File: src/rtl/frame_reader_pkg.sv
`default_nettype none
// +----------------------------------------------------------------------+
// | frame_reader_pkg : shared frame geometry defaults and FSM encodings   |
// | Revision 1.0                                                         |
// +----------------------------------------------------------------------+
package frame_reader_pkg;

  localparam int IMG_WIDTH_DEF  = 640;
  localparam int IMG_HEIGHT_DEF = 480;
  localparam int ADDR_WIDTH_DEF = 19;
  localparam int DATA_WIDTH_DEF = 8;

  // Encodings are shared with other frame_buffer users; keep them fixed.
  typedef enum logic [1:0] {
    ST_IDLE  = 2'd0,
    ST_READ  = 2'd1,
    ST_DRAIN = 2'd2
  } state_e;

  // Counter width that stays legal for a dimension of 1.
  function automatic int ctr_width(input int n);
    return (n > 1) ? $clog2(n) : 1;
  endfunction

endpackage
`default_nettype wire

File: src/rtl/frame_reader_pixel_skid_fifo.sv
`default_nettype none
// +----------------------------------------------------------------------+
// | frame_reader_pixel_skid_fifo : 2-entry first-word-fall-through FIFO   |
// | Revision 1.0                                                         |
// +----------------------------------------------------------------------+
module frame_reader_pixel_skid_fifo #(
  parameter int WIDTH = 10
) (
  input  logic             clk,
  input  logic             rst,
  input  logic             push,
  input  logic             pop,
  input  logic [WIDTH-1:0] din,
  output logic [WIDTH-1:0] dout,
  output logic [1:0]       count
);

  logic [WIDTH-1:0] mem_q [2];
  logic [WIDTH-1:0] mem_d [2];
  logic             wr_ptr_q, wr_ptr_d;
  logic             rd_ptr_q, rd_ptr_d;
  logic [1:0]       count_q, count_d;
  logic             do_push, do_pop;

  always_comb begin
    do_pop   = pop && (count_q != 2'd0);
    // A full FIFO still accepts a push when the head leaves in the same cycle.
    do_push  = push && ((count_q != 2'd2) || do_pop);
    mem_d    = mem_q;
    wr_ptr_d = wr_ptr_q;
    rd_ptr_d = rd_ptr_q;
    count_d  = count_q;
    if (do_push) begin
      mem_d[wr_ptr_q] = din;
      wr_ptr_d        = ~wr_ptr_q;
    end
    if (do_pop) begin
      rd_ptr_d = ~rd_ptr_q;
    end
    case ({do_push, do_pop})
      2'b10:   count_d = count_q + 2'd1;
      2'b01:   count_d = count_q - 2'd1;
      default: count_d = count_q;
    endcase
  end

  always_ff @(posedge clk) begin
    if (rst) begin
      mem_q    <= '{default: '0};
      wr_ptr_q <= 1'b0;
      rd_ptr_q <= 1'b0;
      count_q  <= 2'd0;
    end else begin
      mem_q    <= mem_d;
      wr_ptr_q <= wr_ptr_d;
      rd_ptr_q <= rd_ptr_d;
      count_q  <= count_d;
    end
  end

  assign dout  = mem_q[rd_ptr_q];
  assign count = count_q;

endmodule
`default_nettype wire

File: src/rtl/frame_reader.sv
`default_nettype none
// +----------------------------------------------------------------------+
// | frame_reader : raster-order frame_buffer reader with valid/ready out  |
// | Revision 1.0                                                         |
// +----------------------------------------------------------------------+
module frame_reader
  import frame_reader_pkg::*;
#(
  parameter int IMG_WIDTH  = IMG_WIDTH_DEF,
  parameter int IMG_HEIGHT = IMG_HEIGHT_DEF,
  parameter int ADDR_WIDTH = ADDR_WIDTH_DEF,
  parameter int DATA_WIDTH = DATA_WIDTH_DEF
) (
  input  logic                  clk,
  input  logic                  rst,
  input  logic                  start,
  output logic                  busy,
  output logic                  done,
  output logic [ADDR_WIDTH-1:0] rd_addr,
  input  logic [DATA_WIDTH-1:0] rd_data,
  output logic                  m_valid,
  input  logic                  m_ready,
  output logic [DATA_WIDTH-1:0] m_data,
  output logic                  m_sof,
  output logic                  m_eol
);

  localparam int PIXELS = IMG_WIDTH * IMG_HEIGHT;
  localparam int X_W    = ctr_width(IMG_WIDTH);
  localparam int Y_W    = ctr_width(IMG_HEIGHT);
  localparam int FIFO_W = DATA_WIDTH + 2;
  localparam logic [ADDR_WIDTH-1:0] LAST_ADDR = ADDR_WIDTH'(PIXELS - 1);
  localparam logic [X_W-1:0]        X_LAST    = X_W'(IMG_WIDTH - 1);

  state_e                state_q, state_d;
  logic [ADDR_WIDTH-1:0] rd_addr_q, rd_addr_d;
  logic [X_W-1:0]        x_q, x_d;
  logic [Y_W-1:0]        y_q, y_d;
  logic                  inflight_q, inflight_d;
  logic                  tag_sof_q, tag_sof_d;
  logic                  tag_eol_q, tag_eol_d;

  logic [1:0]            fifo_count;
  logic [FIFO_W-1:0]     fifo_dout;
  logic [2:0]            credit;
  logic                  pop, issue, last_issue, drained;

  frame_reader_pixel_skid_fifo #(
    .WIDTH(FIFO_W)
  ) u_fifo (
    .clk   (clk),
    .rst   (rst),
    .push  (inflight_q),
    .pop   (pop),
    .din   ({tag_sof_q, tag_eol_q, rd_data}),
    .dout  (fifo_dout),
    .count (fifo_count)
  );

  assign m_valid = (fifo_count != 2'd0);
  assign m_data  = fifo_dout[DATA_WIDTH-1:0];
  assign m_eol   = m_valid & fifo_dout[DATA_WIDTH];
  assign m_sof   = m_valid & fifo_dout[DATA_WIDTH+1];
  assign pop     = m_valid & m_ready;

  // Buffered plus in-flight pixels after this cycle's pop must leave room for one more.
  assign credit     = {1'b0, fifo_count} + {2'b00, inflight_q} - {2'b00, pop};
  assign issue      = (state_q == ST_READ) && (credit < 3'd2);
  assign last_issue = issue && (rd_addr_q == LAST_ADDR);
  assign drained    = (state_q == ST_DRAIN) && !inflight_q && (fifo_count == 2'd1) && pop;

  always_comb begin
    state_d    = state_q;
    rd_addr_d  = rd_addr_q;
    x_d        = x_q;
    y_d        = y_q;
    inflight_d = issue;
    tag_sof_d  = tag_sof_q;
    tag_eol_d  = tag_eol_q;
    if (issue) begin
      tag_sof_d = (x_q == '0) && (y_q == '0);
      tag_eol_d = (x_q == X_LAST);
    end
    case (state_q)
      ST_IDLE: begin
        if (start) begin
          state_d   = ST_READ;
          rd_addr_d = '0;
          x_d       = '0;
          y_d       = '0;
        end
      end
      ST_READ: begin
        // The final address is held so rd_addr never leaves the frame.
        if (last_issue) begin
          state_d = ST_DRAIN;
        end else if (issue) begin
          rd_addr_d = rd_addr_q + ADDR_WIDTH'(1);
          if (x_q == X_LAST) begin
            x_d = '0;
            y_d = y_q + Y_W'(1);
          end else begin
            x_d = x_q + X_W'(1);
          end
        end
      end
      ST_DRAIN: begin
        if (drained) begin
          state_d   = ST_IDLE;
          rd_addr_d = '0;
          x_d       = '0;
          y_d       = '0;
        end
      end
      default: state_d = ST_IDLE;
    endcase
  end

  always_ff @(posedge clk) begin
    if (rst) begin
      state_q    <= ST_IDLE;
      rd_addr_q  <= '0;
      x_q        <= '0;
      y_q        <= '0;
      inflight_q <= 1'b0;
      tag_sof_q  <= 1'b0;
      tag_eol_q  <= 1'b0;
    end else begin
      state_q    <= state_d;
      rd_addr_q  <= rd_addr_d;
      x_q        <= x_d;
      y_q        <= y_d;
      inflight_q <= inflight_d;
      tag_sof_q  <= tag_sof_d;
      tag_eol_q  <= tag_eol_d;
    end
  end

  assign busy    = (state_q != ST_IDLE);
  assign done    = drained;
  assign rd_addr = rd_addr_q;

endmodule
`default_nettype wire

File: config.mk
export PLATFORM = sky130hd
export DESIGN_NAME = frame_reader
export DESIGN_NICKNAME = d
export VERILOG_FILES = /design/src/rtl/frame_reader_pkg.sv /design/src/rtl/frame_reader_pixel_skid_fifo.sv /design/src/rtl/frame_reader.sv
export SDC_FILE = /design/constraint.sdc
export NUM_CORES = 1
export LEC_CHECK = 0
export CORE_MARGIN = 5
export CORE_UTILIZATION = 50
export DETAILED_ROUTE_END_ITERATION = 10
export PLACE_DENSITY_LB_ADDON = 0.08
export SYNTH_ARGS = -nofsm -noshare
export SYNTH_HDL_FRONTEND = slang
export SYNTH_HIERARCHICAL = 1
export SYNTH_SLANG_ARGS = --single-unit
File: constraint.sdc
create_clock -name clk -period 3 [get_ports clk]
set_input_delay 0.45 -clock clk [delete_from_list [all_inputs] [get_ports clk]]
set_output_delay 0.45 -clock clk [all_outputs]
set_load 0.005 [all_outputs]
==> results.sh <==
export IMPL_coreArea_um2=7176
export IMPL_hold_viol_final=0
export IMPL_dieHeight_um=95.48
export IMPL_grt_max_degree=49
export IMPL_fp_dieW_um=95.48
export IMPL_dr_pass1_iters=5
export IMPL_route_vias_total=3493
export IMPL_worstPathBufferInverterCount=2
export IMPL_ctsHoldBuffers=0
export IMPL_gr_total_overflow=0
export IMPL_grt_pass1_wl_um=15530
export IMPL_path_cells="clkdlybuf4s50_1 -> nor2b_2 -> ha_1 -> nand2b_1 -> fa_2 -> xnor2_2 -> nand3_2 -> buf_4 -> a211o_1 -> nor4_1 -> a31o_2"
export IMPL_timing_hold_ws_ns=0.4663
export IMPL_synth_warnings=6
export IMPL_antenna_found_initial=0
export IMPL_route_antenna_remaining_nets=0
export IMPL_fin_cells=586
export IMPL_cts_tree="done"
export IMPL_vdd_drop_max_mv=0.2266
export IMPL_dp_cells=569
export IMPL_yosysSeqAreaShare=0.3671
export IMPL_cp_end_kind="flip-flop"
export IMPL_power_total_mw=2.185
export IMPL_ys_seq_elements=67
export IMPL_crit_arrival_ns=3.11
export IMPL_slew_viol_final=0
export IMPL_worstPathRequired_ns=3.31
export IMPL_drive_above_1_share=0.1478
export IMPL_layout_worst_path_cycle_share=0.9322
export IMPL_cp_slowest_stage_delay_ns=0.48
export IMPL_finalSetupViolCount=0
export IMPL_io_pins=44
export IMPL_place_detailed_hpwl_um=6371
export IMPL_power_density_nw_per_um2=478.1
export IMPL_clock_sinks=67
export IMPL_hold_class="input port to flip-flop"
export IMPL_antenna_cells=0
export IMPL_p_leak_nw=1.715
export IMPL_rsz0062_at_grt="false"
export IMPL_cts_htree_levels=3
export IMPL_track_usage=0.2157
export IMPL_area_growth_syn_to_layout_pct=25.10
export IMPL_ys_flop_type="dfxtp_1"
export IMPL_syn_area_um2=3654
export IMPL_cp_max_fo=9
export IMPL_clk_path_buf_depth=2
export IMPL_n_fill_cell=644
export IMPL_tightest_slew_ns=1.205
export IMPL_ys_types=59
export IMPL_drv_cap=0
export IMPL_drtIter0Drc=168
export IMPL_synthCells=428
export IMPL_row_count=31
export IMPL_worstSkewPairLatency_ns=0.36
export IMPL_portBuffers=43
export IMPL_skew_ns=0.01140
export IMPL_viasPerCell=5.961
export IMPL_synth_avg_cell_area_um2=8.536
export IMPL_clkTransAtPathRegs_ns=0.08
export IMPL_num_nets_final=502
export IMPL_wirelength_um=9316
export IMPL_r2r_setup_slack_ns=0.35
export IMPL_cts_root_buffer="clkbuf_8"
export IMPL_cp_slowest_cell="clkdlybuf4s50_1"
export IMPL_crit_type="input port to flip-flop"
export IMPL_dieArea_um2=9116
export IMPL_setup_ws_ns=0.2034
export IMPL_fin_crit_ns=2.797
export IMPL_relSlewSlack=0.1952
export IMPL_synth_edf_count=0
export IMPL_start_util=0.5092
export IMPL_max_freq_mhz=357.6
export IMPL_critPathTopFamily="simple AND/OR/NAND/NOR gates"
export IMPL_seqCellArea_um2=1341
export IMPL_async_flop_share=0
export IMPL_gp_congestion=0.8630
export IMPL_status="completed"
export IMPL_start_kind="input port"
export IMPL_grt_pass1_vias=3247
export IMPL_place_ws_ns=-0.2908
export IMPL_synth_fp_nets=448
export IMPL_wl_per_cell_um=15.90
export IMPL_drc=0
export IMPL_cts_buffers=9
export IMPL_multi_input_comb_area_um2=2180
registers in the layout, summed over array words and instances (netlist names):
| register | flops |
|---|---|
| rd_addr | 19 |
| tag_sof_q | 1 |
| inflight_q | 1 |
| x_q | 10 |
| u_fifo/wr_ptr_q | 1 |
| state_q | 2 |
| y_q | 9 |
| u_fifo/rd_ptr_q | 1 |
| tag_eol_q | 1 |
| u_fifo/mem_q | 20 |
| u_fifo/count | 2 |
final timing paths:
kind | from | end | depth (start not counted)
setup / recovery | m_ready | rd_addr[6] | 11
hold / removal | rst | x_q[1] | 2
setup reg to reg | u_fifo/count[0] | rd_addr[6] | 11
hold reg to reg | u_fifo/mem_q[4] | u_fifo/mem_q[4] | 2
routing by layer:
layer | track usage | up-vias | share of wire
met3 | 0.04262 | 14 | 0.052
met1 | 0.2819 | 1666 | 0.46
met4 | 0.08294 | 0 | 0.015
met5 | 0 | - | 0
li1 | - | 1716 | -
met2 | 0.3504 | 97 | 0.48
cells by family after synthesis:
| logic type | Yosys count | synth area share |
|---|---|---|
| adder cells (fa/ha/maj) | 8 | 0.02945 |
| XOR/XNOR | 4 | 0.009591 |
| AND/OR/NAND/NOR | 174 | 0.2699 |
| buffers and inverters | 38 | 0.04555 |
| AO/OA/AOI/OAI | 114 | 0.2120 |
| multiplexers | 23 | 0.06644 |
| flip-flops | 67 | 0.3671 |
where the power goes:
part	switching [mW]	internal (mW)
clock network	0.386	0.557
logic	0.162	0.149
registers	0.0206	0.911
layout make-up:
cell class                      count  share of cell area
Clock buffer                        9             0.02710
Clock inverter                      7             0.02710
Inverter                           12            0.009855
Multi-Input combinational cell    323              0.4769
Sequential cell                    67              0.2935
Tap cell                           99             0.02710
Timing Repair Buffer               69              0.1385
stage by stage:
stage | setup TNS (ns) | utilization | instance area [µm²]
finish | 0 | 0.6370 | 4571
detailed placement | -7.078 | 0.5974 | 4287
global route | 0 | 0.6370 | 4571
floorplan | 0 | - | 3659
global placement | -6.099 | 0.5974 | 4287
CTS | 0 | 0.6319 | 4534
synthesized netlist by cell type (all sizes together), types with 3 or more instances:
cell,count,area share
nor3b,3,0.0062
nor2b,18,0.031
a21oi,18,0.026
o311ai,9,0.022
nand3,21,0.030
ha,7,0.024
nor2,28,0.029
nor3,12,0.021
o211ai,3,0.0062
xnor2,3,0.0072
a211o,5,0.012
nand2b,26,0.045
mux2i,13,0.036
o41ai,6,0.014
and4,3,0.0072
and3,10,0.018
nor4,8,0.014
a31oi,5,0.0086
buf,10,0.017
inv,12,0.012
mux2,10,0.031
a311oi,3,0.0072
and2,4,0.0068
a41oi,3,0.0072
nand4,15,0.027
dfxtp,67,0.37
o21ai,34,0.047
o31ai,14,0.029
clkbuf,16,0.016
nand2,20,0.021
what timing repair did:
action / 4_1_cts / 5_1_grt
setup endpoints to repair: 0 / 23
setup buffers: 0 / 1
resized for setup: 0 / 5
layout by cell type (no fill, tap or decap), types with 4 or more instances in the layout:
cell type	count
o31ai_1	14
nor4_1	8
o21ai_1	11
and3_1	9
o21ai_0	23
dfxtp_1	67
inv_1	12
nand3_1	19
nand4_1	14
o41ai_1	5
clkdlybuf4s50_1	42
nand2b_1	26
a21oi_1	17
mux2_2	10
nor2b_1	17
nand2_1	20
clkbuf_8	9
nor2_1	28
nor3_1	10
mux2i_1	13
ha_1	7
and2_1	4
a31oi_1	5
buf_4	25
a211o_1	5
o311ai_1	9
Power figures use the tool's default switching activity.
